## src/rtl/serial_twos_unit.sv

```systemverilog
// serial_twos_unit: collects WIDTH-bit words LSB first and applies pass, negate
// or absolute value to each one. The result is re-emitted serially (LSB first)
// and is also presented as a parallel word with an overflow flag.
//
// Ports:
//   t_clk      clock, rising edge
//   r_n        asynchronous active-low reset
//   in_valid   in_bit carries a real bit this cycle
//   in_start   with in_valid: this beat is bit 0 of a new word
//   in_bit     serial input data, LSB first
//   mode       00 pass, 01 negate, 10 absolute value, 11 pass (sampled on start)
//   out_valid  out_bit is valid
//   out_start  marks bit 0 of each emitted result
//   out_bit    serial result, LSB first
//   out_word   parallel result of the last completed word
//   word_done  one-cycle pulse when out_word/ovf update
//   ovf        last word was negated while equal to the most-negative value
module serial_twos_unit #(
    parameter int unsigned WIDTH = 8
) (
    input  logic             t_clk,
    input  logic             r_n,
    input  logic             in_valid,
    input  logic             in_start,
    input  logic             in_bit,
    input  logic [1:0]       mode,
    output logic             out_valid,
    output logic             out_start,
    output logic             out_bit,
    output logic [WIDTH-1:0] out_word,
    output logic             word_done,
    output logic             ovf
);

    localparam int unsigned     CW       = $clog2(WIDTH);
    localparam logic [CW-1:0]   LAST     = CW'(WIDTH - 1);
    localparam logic [WIDTH-1:0] MOST_NEG = {1'b1, {(WIDTH-1){1'b0}}};

    typedef enum logic {
        S_IDLE,
        S_COLLECT
    } state_t;

    state_t            r_state, w_state_nxt;
    logic [CW-1:0]     r_cnt, w_cnt_nxt;
    logic [1:0]        r_mode, w_mode_nxt;
    logic [WIDTH-1:0]  r_buf, w_buf_nxt;
    logic              w_done;
    logic [WIDTH-1:0]  w_word;
    logic              w_inv;

    logic [WIDTH-1:0]  r_osr;
    logic              r_inv;
    logic              r_seen;
    logic [CW-1:0]     r_ecnt;

    // Input FSM state register
    always_ff @(posedge t_clk or negedge r_n) begin
        if (!r_n) begin
            r_state <= S_IDLE;
        end else begin
            r_state <= w_state_nxt;
        end
    end

    // Input FSM next state and collection datapath.
    // Bits enter at the top of r_buf, so after WIDTH-1 beats bit 0 sits in
    // r_buf[1] and the full word is the live sign bit above r_buf[WIDTH-1:1].
    always_comb begin
        w_state_nxt = r_state;
        w_cnt_nxt   = r_cnt;
        w_mode_nxt  = r_mode;
        w_buf_nxt   = r_buf;
        w_done      = 1'b0;
        w_word      = {in_bit, r_buf[WIDTH-1:1]};
        w_inv       = (r_mode == 2'b01) | ((r_mode == 2'b10) & in_bit);

        case (r_state)
            S_IDLE: begin
                if (in_valid && in_start) begin
                    w_mode_nxt  = mode;
                    w_buf_nxt   = {in_bit, {(WIDTH-1){1'b0}}};
                    w_cnt_nxt   = CW'(1);
                    w_state_nxt = S_COLLECT;
                end
            end
            S_COLLECT: begin
                if (in_valid) begin
                    if (in_start) begin
                        // restart discards the partial word
                        w_mode_nxt = mode;
                        w_buf_nxt  = {in_bit, {(WIDTH-1){1'b0}}};
                        w_cnt_nxt  = CW'(1);
                    end else if (r_cnt == LAST) begin
                        w_done      = 1'b1;
                        w_cnt_nxt   = '0;
                        w_state_nxt = S_IDLE;
                    end else begin
                        w_buf_nxt = {in_bit, r_buf[WIDTH-1:1]};
                        w_cnt_nxt = r_cnt + CW'(1);
                    end
                end
            end
            default: begin
                w_state_nxt = S_IDLE;
            end
        endcase
    end

    // Collection registers
    always_ff @(posedge t_clk or negedge r_n) begin
        if (!r_n) begin
            r_cnt  <= '0;
            r_mode <= 2'b00;
            r_buf  <= '0;
        end else begin
            r_cnt  <= w_cnt_nxt;
            r_mode <= w_mode_nxt;
            r_buf  <= w_buf_nxt;
        end
    end

    // Parallel result and serial emitter. Serial negation inverts every bit
    // after the first 1 of the original word; a new completion reloads the
    // emitter on the same edge the previous word finishes, so no bubble.
    always_ff @(posedge t_clk or negedge r_n) begin
        if (!r_n) begin
            r_osr     <= '0;
            r_inv     <= 1'b0;
            r_seen    <= 1'b0;
            r_ecnt    <= '0;
            out_valid <= 1'b0;
            out_start <= 1'b0;
            out_bit   <= 1'b0;
            out_word  <= '0;
            word_done <= 1'b0;
            ovf       <= 1'b0;
        end else begin
            word_done <= w_done;
            out_start <= w_done;
            if (w_done) begin
                out_word  <= w_inv ? (~w_word + WIDTH'(1)) : w_word;
                ovf       <= w_inv & (w_word == MOST_NEG);
                r_osr     <= w_word >> 1;
                r_inv     <= w_inv;
                r_seen    <= w_word[0];
                r_ecnt    <= '0;
                out_valid <= 1'b1;
                out_bit   <= w_word[0];
            end else if (out_valid) begin
                if (r_ecnt == LAST) begin
                    out_valid <= 1'b0;
                    out_bit   <= 1'b0;
                end else begin
                    out_bit <= r_osr[0] ^ (r_inv & r_seen);
                    r_seen  <= r_seen | r_osr[0];
                    r_osr   <= r_osr >> 1;
                    r_ecnt  <= r_ecnt + CW'(1);
                end
            end
        end
    end

endmodule
```

## config.mk

```make
export PLATFORM = sky130hd
export DESIGN_NAME = serial_twos_unit
export DESIGN_NICKNAME = d
export VERILOG_FILES = /design/src/rtl/serial_twos_unit.sv
export SDC_FILE = /design/constraint.sdc
export NUM_CORES = 1
export LEC_CHECK = 0
export BUFFER_PORTS_ARGS = -buffer_cell sky130_fd_sc_hd__buf_2
export CAP_MARGIN = 5
export CELL_PAD_IN_SITES_DETAIL_PLACEMENT = 1
export CELL_PAD_IN_SITES_GLOBAL_PLACEMENT = 1
export CORE_ASPECT_RATIO = 1.1
export CORE_MARGIN = 2
export CORE_UTILIZATION = 35
export CTS_BUF_LIST = sky130_fd_sc_hd__clkbuf_4
export DETAILED_ROUTE_END_ITERATION = 12
export GPL_TIMING_DRIVEN = 0
export PLACE_DENSITY_LB_ADDON = 0.15
export SLEW_MARGIN = 0
export SYNTH_ARGS = -nofsm -noshare
export SYNTH_HDL_FRONTEND = slang
export SYNTH_SLANG_ARGS = --single-unit
```

## constraint.sdc

```tcl
create_clock -name t_clk -period 1.9 [get_ports t_clk]
set_clock_uncertainty 0.1 [all_clocks]
set_input_delay 0.285 -clock t_clk [delete_from_list [all_inputs] [get_ports t_clk]]
set_output_delay 0.285 -clock t_clk [all_outputs]
set_load 0.1 [all_outputs]
```

==> results of run 1 <==
==> registers in the layout, indices dropped and copies added (netlist names), 2 cells and up <==
name and count:
out_word 8, r_buf 7, r_cnt 3, r_ecnt 3, r_mode 2, r_osr 7
==> report_power, final <==
part | internal [uW] | switching, uW | leakage [uW]
combinational | 274 | 490 | 0.000547
sequential | 944 | 108 | 0.000456
clock | 272 | 273 | 0.0000389
total | 1490 | 871 | 0.00104
==> worst reg2reg max path: cells and delay by family (launching register included) <==
kind | cells | cell delay (ps)
and+or+nand+nor | 1 | 210
buffers and inverters | 1 | 240
AOI/OAI and AO/OA | 1 | 80
muxes | 1 | 230
DFF | 1 | 420
adders and majority gates | 2 | 390
==> cell usage in the layout, fill, tap and decap left out, types with 2 or more instances in the layout <==
cell	netlist	layout
buf_6	4	4
nor2b_1	2	2
a22oi_2	4	4
dfrtp_1	37	37
xnor2_1	7	7
mux2_2	3	3
buf_4	3	3
nand3_1	3	3
a21oi_2	5	6
a22o_1	6	6
o21ai_1	5	5
nor3_1	2	2
ha_1	5	5
nor2_1	10	10
nand2_1	22	22
a21oi_1	5	4
o21ai_2	3	3
inv_1	7	7
mux2i_1	9	9
clkbuf_4	0	5
buf_2	3	21
o22ai_1	2	2
o21a_1	2	2
o21ai_0	2	2
==> per-layer routing <==
layer  wire length (um)  up-vias  GRT usage (%)
met2               1970       18           25.0
li1                   -      616              -
met4                 41        0           4.36
met5                  0        -              0
met3                 96        4           3.01
met1               1780      647           17.8
==> metrics by stage <==
stage                     power [uW]  setup slack, ps  utilization, %  cells  hold WS, ps
after floorplan                 1660             33.1               -    165         -111
after global placement          1790              153            39.9    241          315
after detailed placement        1840             90.5            39.9    241          328
after CTS                       2380             59.7            41.6    250         58.5
after global routing            2510             17.7            41.7    250         51.1
final                           2360              140            41.7    250         70.5
==> area by class of cell <==
| class | count | area, sq um |
|---|---|---|
| Buffer | 10 | 82.6 |
| Clock buffer | 5 | 37.5 |
| Clock inverter | 3 | 41.3 |
| Fill cell | 565 | 2950 |
| Inverter | 8 | 30.0 |
| Multi-Input combinational cell | 110 | 823 |
| Sequential cell | 37 | 926 |
| Tap cell | 58 | 72.6 |
| Timing Repair Buffer | 19 | 100 |
==> cells by family after synthesis <==
logic type	synth area share, %
AND/OR/NAND/NOR	13.9
AO/OA/AOI/OAI	16.4
flip-flops	49.8
buffers and inverters	6.06
multiplexers	6.67
XOR/XNOR	3.77
adder cells (fa/ha/maj)	3.37
==> how the worst min path moves through the flow <==
stage               cells past startpoint                     to  slack [ps]     from
floorplan                               0    out_bit$_DFFE_PN0P_        -110      r_n
global placement                        1  r_ecnt[2]$_DFFE_PN0P_         320      r_n
detailed placement                      1  r_ecnt[2]$_DFFE_PN0P_         330      r_n
CTS                                     2  r_mode[1]$_DFFE_PN0P_          60  mode[1]
global route                            2  r_mode[1]$_DFFE_PN0P_          50  mode[1]
finish                                  2  r_mode[1]$_DFFE_PN0P_          70  mode[1]
==> repair_timing <==
| action | 4_1_cts | 5_1_grt |
|---|---|---|
| buffers inserted | 0 | 0 |
| endpoints found under the hold margin | 37 | 0 |
| endpoints found under the setup margin | 0 | 1 |
| gates resized for setup | 0 | 1 |
| hold buffers | 1 | 0 |
==> flow_metrics.env, run 1 <==
export IMPL_status="complete, no violations"
export IMPL_yosys_top_cells_area="dfrtp_1 (50%), mux2i_1 (4.8%), nand2_1 (4.4%)"
export IMPL_syn_to_final_growth_pct=13.7
export IMPL_path_buf_inv=1
export IMPL_rows=27
export IMPL_clock_fmax_mhz=568
export IMPL_startpoint="r_ecnt[0]$_DFFE_PN0P_"
export IMPL_hp_class="in2reg"
export IMPL_fin_setup_tns_ps=0
export IMPL_grt_first_pass_wirelength_um=6580
export IMPL_endpoint="r_osr[5]$_DFFE_PN0P_"
export IMPL_cts_clk_slew_worst_paths_ps=130
export IMPL_cpMostUsedCell="ha_1"
export IMPL_clk_latency_ps=350
export IMPL_slowest_delay_ps=420
export IMPL_synth_seq_cells=37
export IMPL_synthArstFlopShare_pct=100
export IMPL_fp_dieH_um=80.4
export IMPL_syn_avg_cell_area_sq_um=11.3
export IMPL_worst_setup_path_type="reg2reg"
export IMPL_cts_tree="yes"
export IMPL_drt_initial_drc_count=27
export IMPL_num_antenna_cells=0
export IMPL_via_per_inst=5.14
export IMPL_cp_data_arrival_time_ps=1920
export IMPL_setup_viol=0
export IMPL_crit_slowest_cell="dfrtp_1"
export IMPL_fin_crit_ps=1760
export IMPL_cp_start_kind="register"
export IMPL_io_buffers=18
export IMPL_timing_rr_start="r_ecnt[0]$_DFFE_PN0P_"
export IMPL_grtUsageTotal_pct=14.4
export IMPL_ys_warn_count=0
export IMPL_overflow=0
export IMPL_rsz0062_at_grt="false"
export IMPL_yosys_top_cells_count="dfrtp_1 (37), nand2_1 (22), nor2_1 (10), mux2i_1 (9)"
export IMPL_dpl_cell_area_sq_um=2020
export IMPL_htree_levels=2
export IMPL_ios=20
export IMPL_worst_pin_slew_ps=848
export IMPL_grt_antenna_before_repair=0
export IMPL_hold_viol=0
export IMPL_fin_nets=203
export IMPL_maxCapViolations=0
export IMPL_path_depth=6
export IMPL_netlist_area_leader_share_pct=49.8
export IMPL_post_route_period_util_pct=92.6
export IMPL_synth_nets=177
export IMPL_crit_fanout=10
export IMPL_drtAntennaViolNets=0
export IMPL_routed_wl_um=3890
export IMPL_yosysUniqueCellTypes=37
export IMPL_first_pass_iters=5
export IMPL_cts_root_buf="clkbuf_4"
export IMPL_numCtsBuffers=5
export IMPL_grt_max_degree=38
export IMPL_synth_edf_count=0
export IMPL_critical_path_required_ps=2050
export IMPL_globalplace_congestion=0.679
export IMPL_slew_violations=0
export IMPL_seq_area_frac_synth_pct=49.8
export IMPL_peakVddDrop_mv=0.367
export IMPL_drc=0
export IMPL_r2r_slack_ps=140
export IMPL_yosys_area_top_type="dfrtp_1"
export IMPL_rr_endpoint="r_osr[5]$_DFFE_PN0P_"
export IMPL_vias=1285
export IMPL_synthesis_instances=165
export IMPL_cp_end_kind="register"
export IMPL_power_leakage_uw=0.00104
export IMPL_critical_path_top_delay_family="flip-flops"
export IMPL_ys_flop_type="dfrtp_1"
export IMPL_hpwl_um=2890
export IMPL_r2r_cells=6
export IMPL_avgRoutedWirePerCell_um=15.6
export IMPL_yosysMostFrequentCell="dfrtp_1"
export IMPL_power_density_nw_per_um2=1120
export IMPL_crit_path_cell_trace="ha_1, ha_1, nand2b_1, buf_2, mux2i_1, a21oi_2"
export IMPL_start_util_pct=36.7
export IMPL_cts_path_max_buffers=2
export IMPL_final_area_sq_um=2110
export IMPL_core_sq_um=5070
export IMPL_cts_sinks=37
export IMPL_die_w_um=73.5
export IMPL_drive_above_1_share_pct=31.3
export IMPL_die_area_sq_um=5910
export IMPL_grt_pass1_vias=1349
export IMPL_netlist_area_sq_um=1860
export IMPL_slew_limit_headroom_pct=43.4
Note: power is estimated with default switching activity, not from simulation.
==> run 2, diff against run 1 <==
Settings changed: PLACE_DENSITY set to 0.72, PLACE_DENSITY_LB_ADDON 0.15 to unset.
==> run 2 against run 1 <==
  * Sequential share of layout area is 0.078 points higher
  * Global-route usage shrank 0.91 points
  * Worst setup slack improved by 42 ps
  * Worst hold slack worse by 3.7 ps
  * Total power fell by 1.1%
  * Die area unchanged
  * Core utilization is 0.074 points lower
  * Combinational power is 3.0% lower
  * Sequential power about the same
  * Largest cell class unchanged
==> flow_metrics.env, run 2 (same netlist as run 1, synthesis figures left out) <==
export IMPL_hold_viol=0
export IMPL_status="complete, no violations"
export IMPL_largest_register_ffs=8
export IMPL_maxCapViolations=0
export IMPL_worst_pin_slew_ps=824
export IMPL_largest_register="out_word"
export IMPL_ios=20
export IMPL_power_leakage_uw=0.00105
export IMPL_vias=1274
export IMPL_globalplace_congestion=0.708
export IMPL_cp_data_arrival_time_ps=1840
export IMPL_peakVddDrop_mv=0.487
export IMPL_overflow=0
export IMPL_hp_class="in2reg"
export IMPL_critical_path_required_ps=2030
export IMPL_drtAntennaViolNets=0
export IMPL_clk_latency_ps=340
export IMPL_num_antenna_cells=0
export IMPL_post_route_period_util_pct=90.5
export IMPL_fp_dieH_um=80.4
export IMPL_die_w_um=73.5
export IMPL_clock_fmax_mhz=582
export IMPL_rsz0062_at_grt="false"
export IMPL_worst_setup_path_type="reg2reg"
export IMPL_cts_tree="yes"
export IMPL_syn_to_final_growth_pct=13.5
export IMPL_worst_hold_slack_ps=66.8
export IMPL_r2r_cells=6
export IMPL_place_ws_ps=181
export IMPL_grt_max_degree=38
export IMPL_layout_common_cells="dfrtp_1 (37), nand2_1 (22), buf_2 (21)"
export IMPL_setup_viol=0
export IMPL_avgRoutedWirePerCell_um=14.0
export IMPL_grtUsageTotal_pct=13.5
export IMPL_final_common_cell="dfrtp_1"
export IMPL_routed_wl_um=3510
export IMPL_top_regs="out_word: 8 flops, r_buf: 7 flops, r_osr: 7 flops"
export IMPL_via_per_inst=5.10
export IMPL_io_buffers=18
export IMPL_grt_first_pass_wirelength_um=6170
export IMPL_cp_end_kind="register"
export IMPL_numCtsBuffers=5
export IMPL_htree_levels=2
export IMPL_crit_fanout=10
export IMPL_grt_pass1_vias=1333
export IMPL_drc=0
export IMPL_finalNonFillerCells=250
export IMPL_drive_above_1_share_pct=30.7
export IMPL_cp_start_kind="register"
export IMPL_dpl_cell_count=241
export IMPL_slew_violations=0
export IMPL_die_area_sq_um=5910
export IMPL_cts_root_buf="clkbuf_4"
export IMPL_total_power_uw=2330
export IMPL_hpwl_um=2530
export IMPL_fin_setup_tns_ps=0
export IMPL_start_util_pct=36.7
export IMPL_rows=27
export IMPL_power_density_nw_per_um2=1110
export IMPL_slew_limit_headroom_pct=45.1
export IMPL_first_pass_iters=4
export IMPL_cts_path_max_buffers=2
export IMPL_cts_clk_slew_worst_paths_ps=110
export IMPL_fin_nets=203
export IMPL_grt_antenna_before_repair=0
export IMPL_hold_depth=2
export IMPL_cts_sinks=37
export IMPL_fin_crit_ps=1720
export IMPL_finalWorstSetupSlack_ps=181
export IMPL_drt_initial_drc_count=48
export IMPL_core_sq_um=5070
-- run 2: worst paths after layout --
kind                                          from                 endpoint  slack (ps)
setup / recovery             r_ecnt[0]$_DFFE_PN0P_     r_osr[4]$_DFFE_PN0P_         180
hold / removal                             mode[1]    r_mode[1]$_DFFE_PN0P_          70
setup reg to reg             r_ecnt[0]$_DFFE_PN0P_     r_osr[4]$_DFFE_PN0P_         180
hold reg to reg            out_word[5]$_DFFE_PN0P_  out_word[5]$_DFFE_PN0P_         390
max in group asynchronous                      r_n     r_buf[5]$_DFFE_PN0P_         700
min in group asynchronous                      r_n  out_word[7]$_DFFE_PN0P_         470
-- run 2: cell type report --
| class | instances | area [sq um] |
|---|---|---|
| Clock inverter | 2 | 33.8 |
| Multi-Input combinational cell | 110 | 820 |
| Sequential cell | 37 | 926 |
| Fill cell | 580 | 2960 |
| Inverter | 8 | 30.0 |
| Clock buffer | 6 | 45.0 |
| Timing Repair Buffer | 19 | 100 |
| Tap cell | 58 | 72.6 |
| Buffer | 10 | 82.6 |
-- run 2: routing by layer --
| layer | track usage, % | share of wire [%] | wire [um] |
|---|---|---|---|
| met2 | 21.1 | 49 | 1700 |
| met5 | 0 | 0 | 0 |
| met4 | 4.36 | 1.2 | 42 |
| met1 | 17.6 | 47 | 1640 |
| met3 | 4.52 | 3.4 | 120 |
-- run 2: metrics by stage --
stage               util, %  area (sq um)
floorplan                 -          1860
CTS                    41.6          2110
detailed placement     39.9          2020
finish                 41.6          2110
global placement       39.9          2020
global route           41.6          2110
-- run 2: what timing repair did --
action | in CTS | in global routing
gates resized for setup | 0 | 0
hold buffers | 1 | 0
hold endpoints to repair | 37 | 0
setup buffers | 0 | 0
-- run 2: critical path, cell delays in order (launching register included) --
cell      delay [ps]
dfrtp_1          410
ha_1             210
ha_1             160
nand2b_1         190
buf_2            240
mux2i_1          220
a21oi_2           80
-- run 2: report_power, final --
group / leakage, uW / switching (uW) / internal [uW]
combinational: 0.000548 / 471 / 268
clock: 0.0000433 / 262 / 288
sequential: 0.000456 / 101 / 944
==> run 3, diff against run 2 <==
Settings changed: ABC_AREA set to 1, PLACE_DENSITY 0.72 to 0.76.
==> run 3 against run 2 <==
  * Critical path type unchanged
  * Wire length increased by 20%
  * Non-clock buffer count fell by 2
  * Final area is 3.9% lower
  * Critical endpoint is now out_word[2]$_DFFE_PN0P_
  * Critical path depth grew 3
  * Highest routed layer unchanged
  * Register-to-register slack lost 40 ps
  * Total power shrank 20%
  * Cell count rose by 20%
==> flow_metrics.env, run 3 <==
export IMPL_status="complete, no violations"
export IMPL_first_pass_iters=4
export IMPL_layout_common_cells="nand2_1 (56), dfrtp_1 (36), nand3_1 (31)"
export IMPL_clk_latency_ps=350
export IMPL_maxCapViolations=0
export IMPL_drc=0
export IMPL_fin_setup_tns_ps=0
export IMPL_cts_tree="yes"
export IMPL_vias=1526
export IMPL_ys_flop_type="dfrtp_1"
export IMPL_power_density_nw_per_um2=923
export IMPL_hold_viol=0
export IMPL_start_util_pct=36.0
export IMPL_critical_path_top_delay_family="adder cells"
export IMPL_yosysUniqueCellTypes=22
export IMPL_routed_wl_um=4210
export IMPL_seq_area_frac_synth_pct=51.8
export IMPL_total_power_uw=1870
export IMPL_fp_dieH_um=79.0
export IMPL_met2_usage_pct=26.8
export IMPL_syn_avg_cell_area_sq_um=8.32
export IMPL_dpl_cell_area_sq_um=1960
export IMPL_yosysMostFrequentCell="nand2_1"
export IMPL_drive_above_1_share_pct=16.9
export IMPL_cts_root_buf="clkbuf_4"
export IMPL_fin_crit_ps=1750
export IMPL_top_regs="out_word: 8 flops, r_buf: 7 flops, r_osr: 7 flops"
export IMPL_drt_initial_drc_count=79
export IMPL_cp_start_kind="register"
export IMPL_setup_viol=0
export IMPL_numCtsBuffers=5
export IMPL_yosys_area_top_type="dfrtp_1"
export IMPL_die_w_um=72.1
export IMPL_clock_fmax_mhz=570
export IMPL_netlist_area_leader_share_pct=51.8
export IMPL_yosys_top_cells_area="dfrtp_1 (52%), nand2_1 (12%), nand3_1 (8.7%)"
export IMPL_final_area_sq_um=2030
export IMPL_critical_path_required_ps=2030
export IMPL_finalWorstSetupSlack_ps=146
export IMPL_slew_violations=0
export IMPL_netlist_area_sq_um=1790
export IMPL_power_leakage_uw=0.00109
export IMPL_peakVddDrop_mv=0.304
export IMPL_via_per_inst=5.07
export IMPL_largest_register="out_word"
export IMPL_core_sq_um=4970
export IMPL_cp_data_arrival_time_ps=1880
export IMPL_yosys_top_cells_count="nand2_1 (56), dfrtp_1 (37), nand3_1 (31), nor2_1 (19), o21ai_0 (18)"
export IMPL_hpwl_um=3040
export IMPL_cpMostUsedCell="ha_1"
export IMPL_hp_class="in2reg"
export IMPL_avgRoutedWirePerCell_um=14.0
export IMPL_crit_path_cell_trace="ha_1, ha_1, nand2_1, inv_1, nand2_4, buf_6, nor2_1, o21ai_0, nand3_1"
export IMPL_rows=27
export IMPL_grt_first_pass_wirelength_um=7280
export IMPL_largest_register_ffs=8
export IMPL_drtAntennaViolNets=0
export IMPL_rsz0062_at_grt="false"
export IMPL_fin_nets=254
export IMPL_r2r_slack_ps=150
export IMPL_worst_hold_slack_ps=84.2
export IMPL_synthesis_instances=215
export IMPL_grt_pass1_vias=1506
export IMPL_synth_edf_count=0
export IMPL_slowest_delay_ps=400
export IMPL_syn_to_final_growth_pct=13.4
export IMPL_post_cts_buffers=0
export IMPL_cts_path_max_buffers=2
export IMPL_cp_end_kind="register"
export IMPL_overflow=0
export IMPL_synthArstFlopShare_pct=100
export IMPL_crit_slowest_cell="dfrtp_1"
export IMPL_met1_usage_pct=21.6
export IMPL_ys_warn_count=0
export IMPL_io_buffers=19
export IMPL_final_common_cell="nand2_1"
export IMPL_post_route_period_util_pct=92.3
export IMPL_die_area_sq_um=5700
export IMPL_place_ws_ps=27.7
export IMPL_worst_setup_path_type="reg2reg"
export IMPL_crit_fanout=10
export IMPL_worst_pin_slew_ps=861
export IMPL_globalplace_congestion=0.796
export IMPL_synth_seq_cells=37
export IMPL_ios=20
export IMPL_busiest_layer="met2"
export IMPL_cts_clk_slew_worst_paths_ps=100
export IMPL_grtUsageTotal_pct=16.7
export IMPL_grt_max_degree=38
export IMPL_path_buf_inv=2
export IMPL_use_met3_pct=3.93
export IMPL_num_antenna_cells=0
export IMPL_cts_sinks=37
export IMPL_grt_antenna_before_repair=0
export IMPL_synth_nets=227
export IMPL_slew_limit_headroom_pct=42.6
export IMPL_htree_levels=2
[run 3: changes by cell type after synthesis, sizes merged, moves of 2 or more]
| cell | change |
|---|---|
| mux2 | -3 |
| mux2i | -9 |
| nor2b | -3 |
| o22ai | -2 |
| o21ai | +10 |
| xnor2 | -7 |
| inv | +9 |
| a22oi | -4 |
| nor2 | +11 |
| nand2b | -2 |
| nand2 | +37 |
| a22o | -6 |
| buf | -4 |
| nand3 | +28 |
[run 3: logic make-up after synthesis]
family | count (synthesis) | synth area share, %
flops | 37 | 51.8
compound gates | 32 | 9.24
fa+ha+maj | 5 | 3.50
buf+inv | 24 | 6.44
simple gates | 117 | 29.0
[run 3: path summary, 6_finish.rpt]
kind,start,endpoint,cells after the start
setup / recovery,r_cnt[0]$_DFFE_PN0P_,out_word[2]$_DFFE_PN0P_,9
hold / removal,mode[1],r_mode[1]$_DFFE_PN0P_,3
setup reg to reg,r_cnt[0]$_DFFE_PN0P_,out_word[2]$_DFFE_PN0P_,9
hold reg to reg,out_word[0]$_DFFE_PN0P_,out_word[0]$_DFFE_PN0P_,2
max in group asynchronous,r_n,out_valid$_DFF_PN0_,2
min in group asynchronous,r_n,r_ecnt[2]$_DFFE_PN0P_,2
[run 3: per-layer routing]
| metal | part of all wire [%] | up-vias |
|---|---|---|
| met2 | 48 | 28 |
| li1 | - | 758 |
| met4 | 1.8 | 0 |
| met1 | 47 | 734 |
| met3 | 3.6 | 6 |
| met5 | 0 | - |
[run 3: where the power goes]
group / switching (uW) / internal [uW]
registers: 75.9 / 906
clock network: 261 / 171
logic: 321 / 136
[run 3: stage by stage]
stage,util [%],instances
5_1_grt,40.8,301
3_5_place_dp,39.4,292
4_1_cts,40.7,301
2_1_floorplan,-,215
6_report,40.8,301
3_3_place_gp,39.4,292
[run 3: cell type report]
type                            instances  area [sq um]
Fill cell                             607          2940
Sequential cell                        37           927
Multi-Input combinational cell        154           747
Timing Repair Buffer                   20           105
Tap cell                               58          72.6
Inverter                               17          63.8
Buffer                                  7          55.1
Clock buffer                            7          52.6
Clock inverter                          1          3.75
[run 3: tightest hold or removal path: stages]
cell     delay [ps]
buf_2            70
nor2_1           30
a21oi_1         100
[run 3: what timing repair did]
item,4_1_cts,5_1_grt
endpoints found under the hold margin,37,0
resized for setup,0,4
endpoints found under the setup margin,0,13
hold buffers,1,0
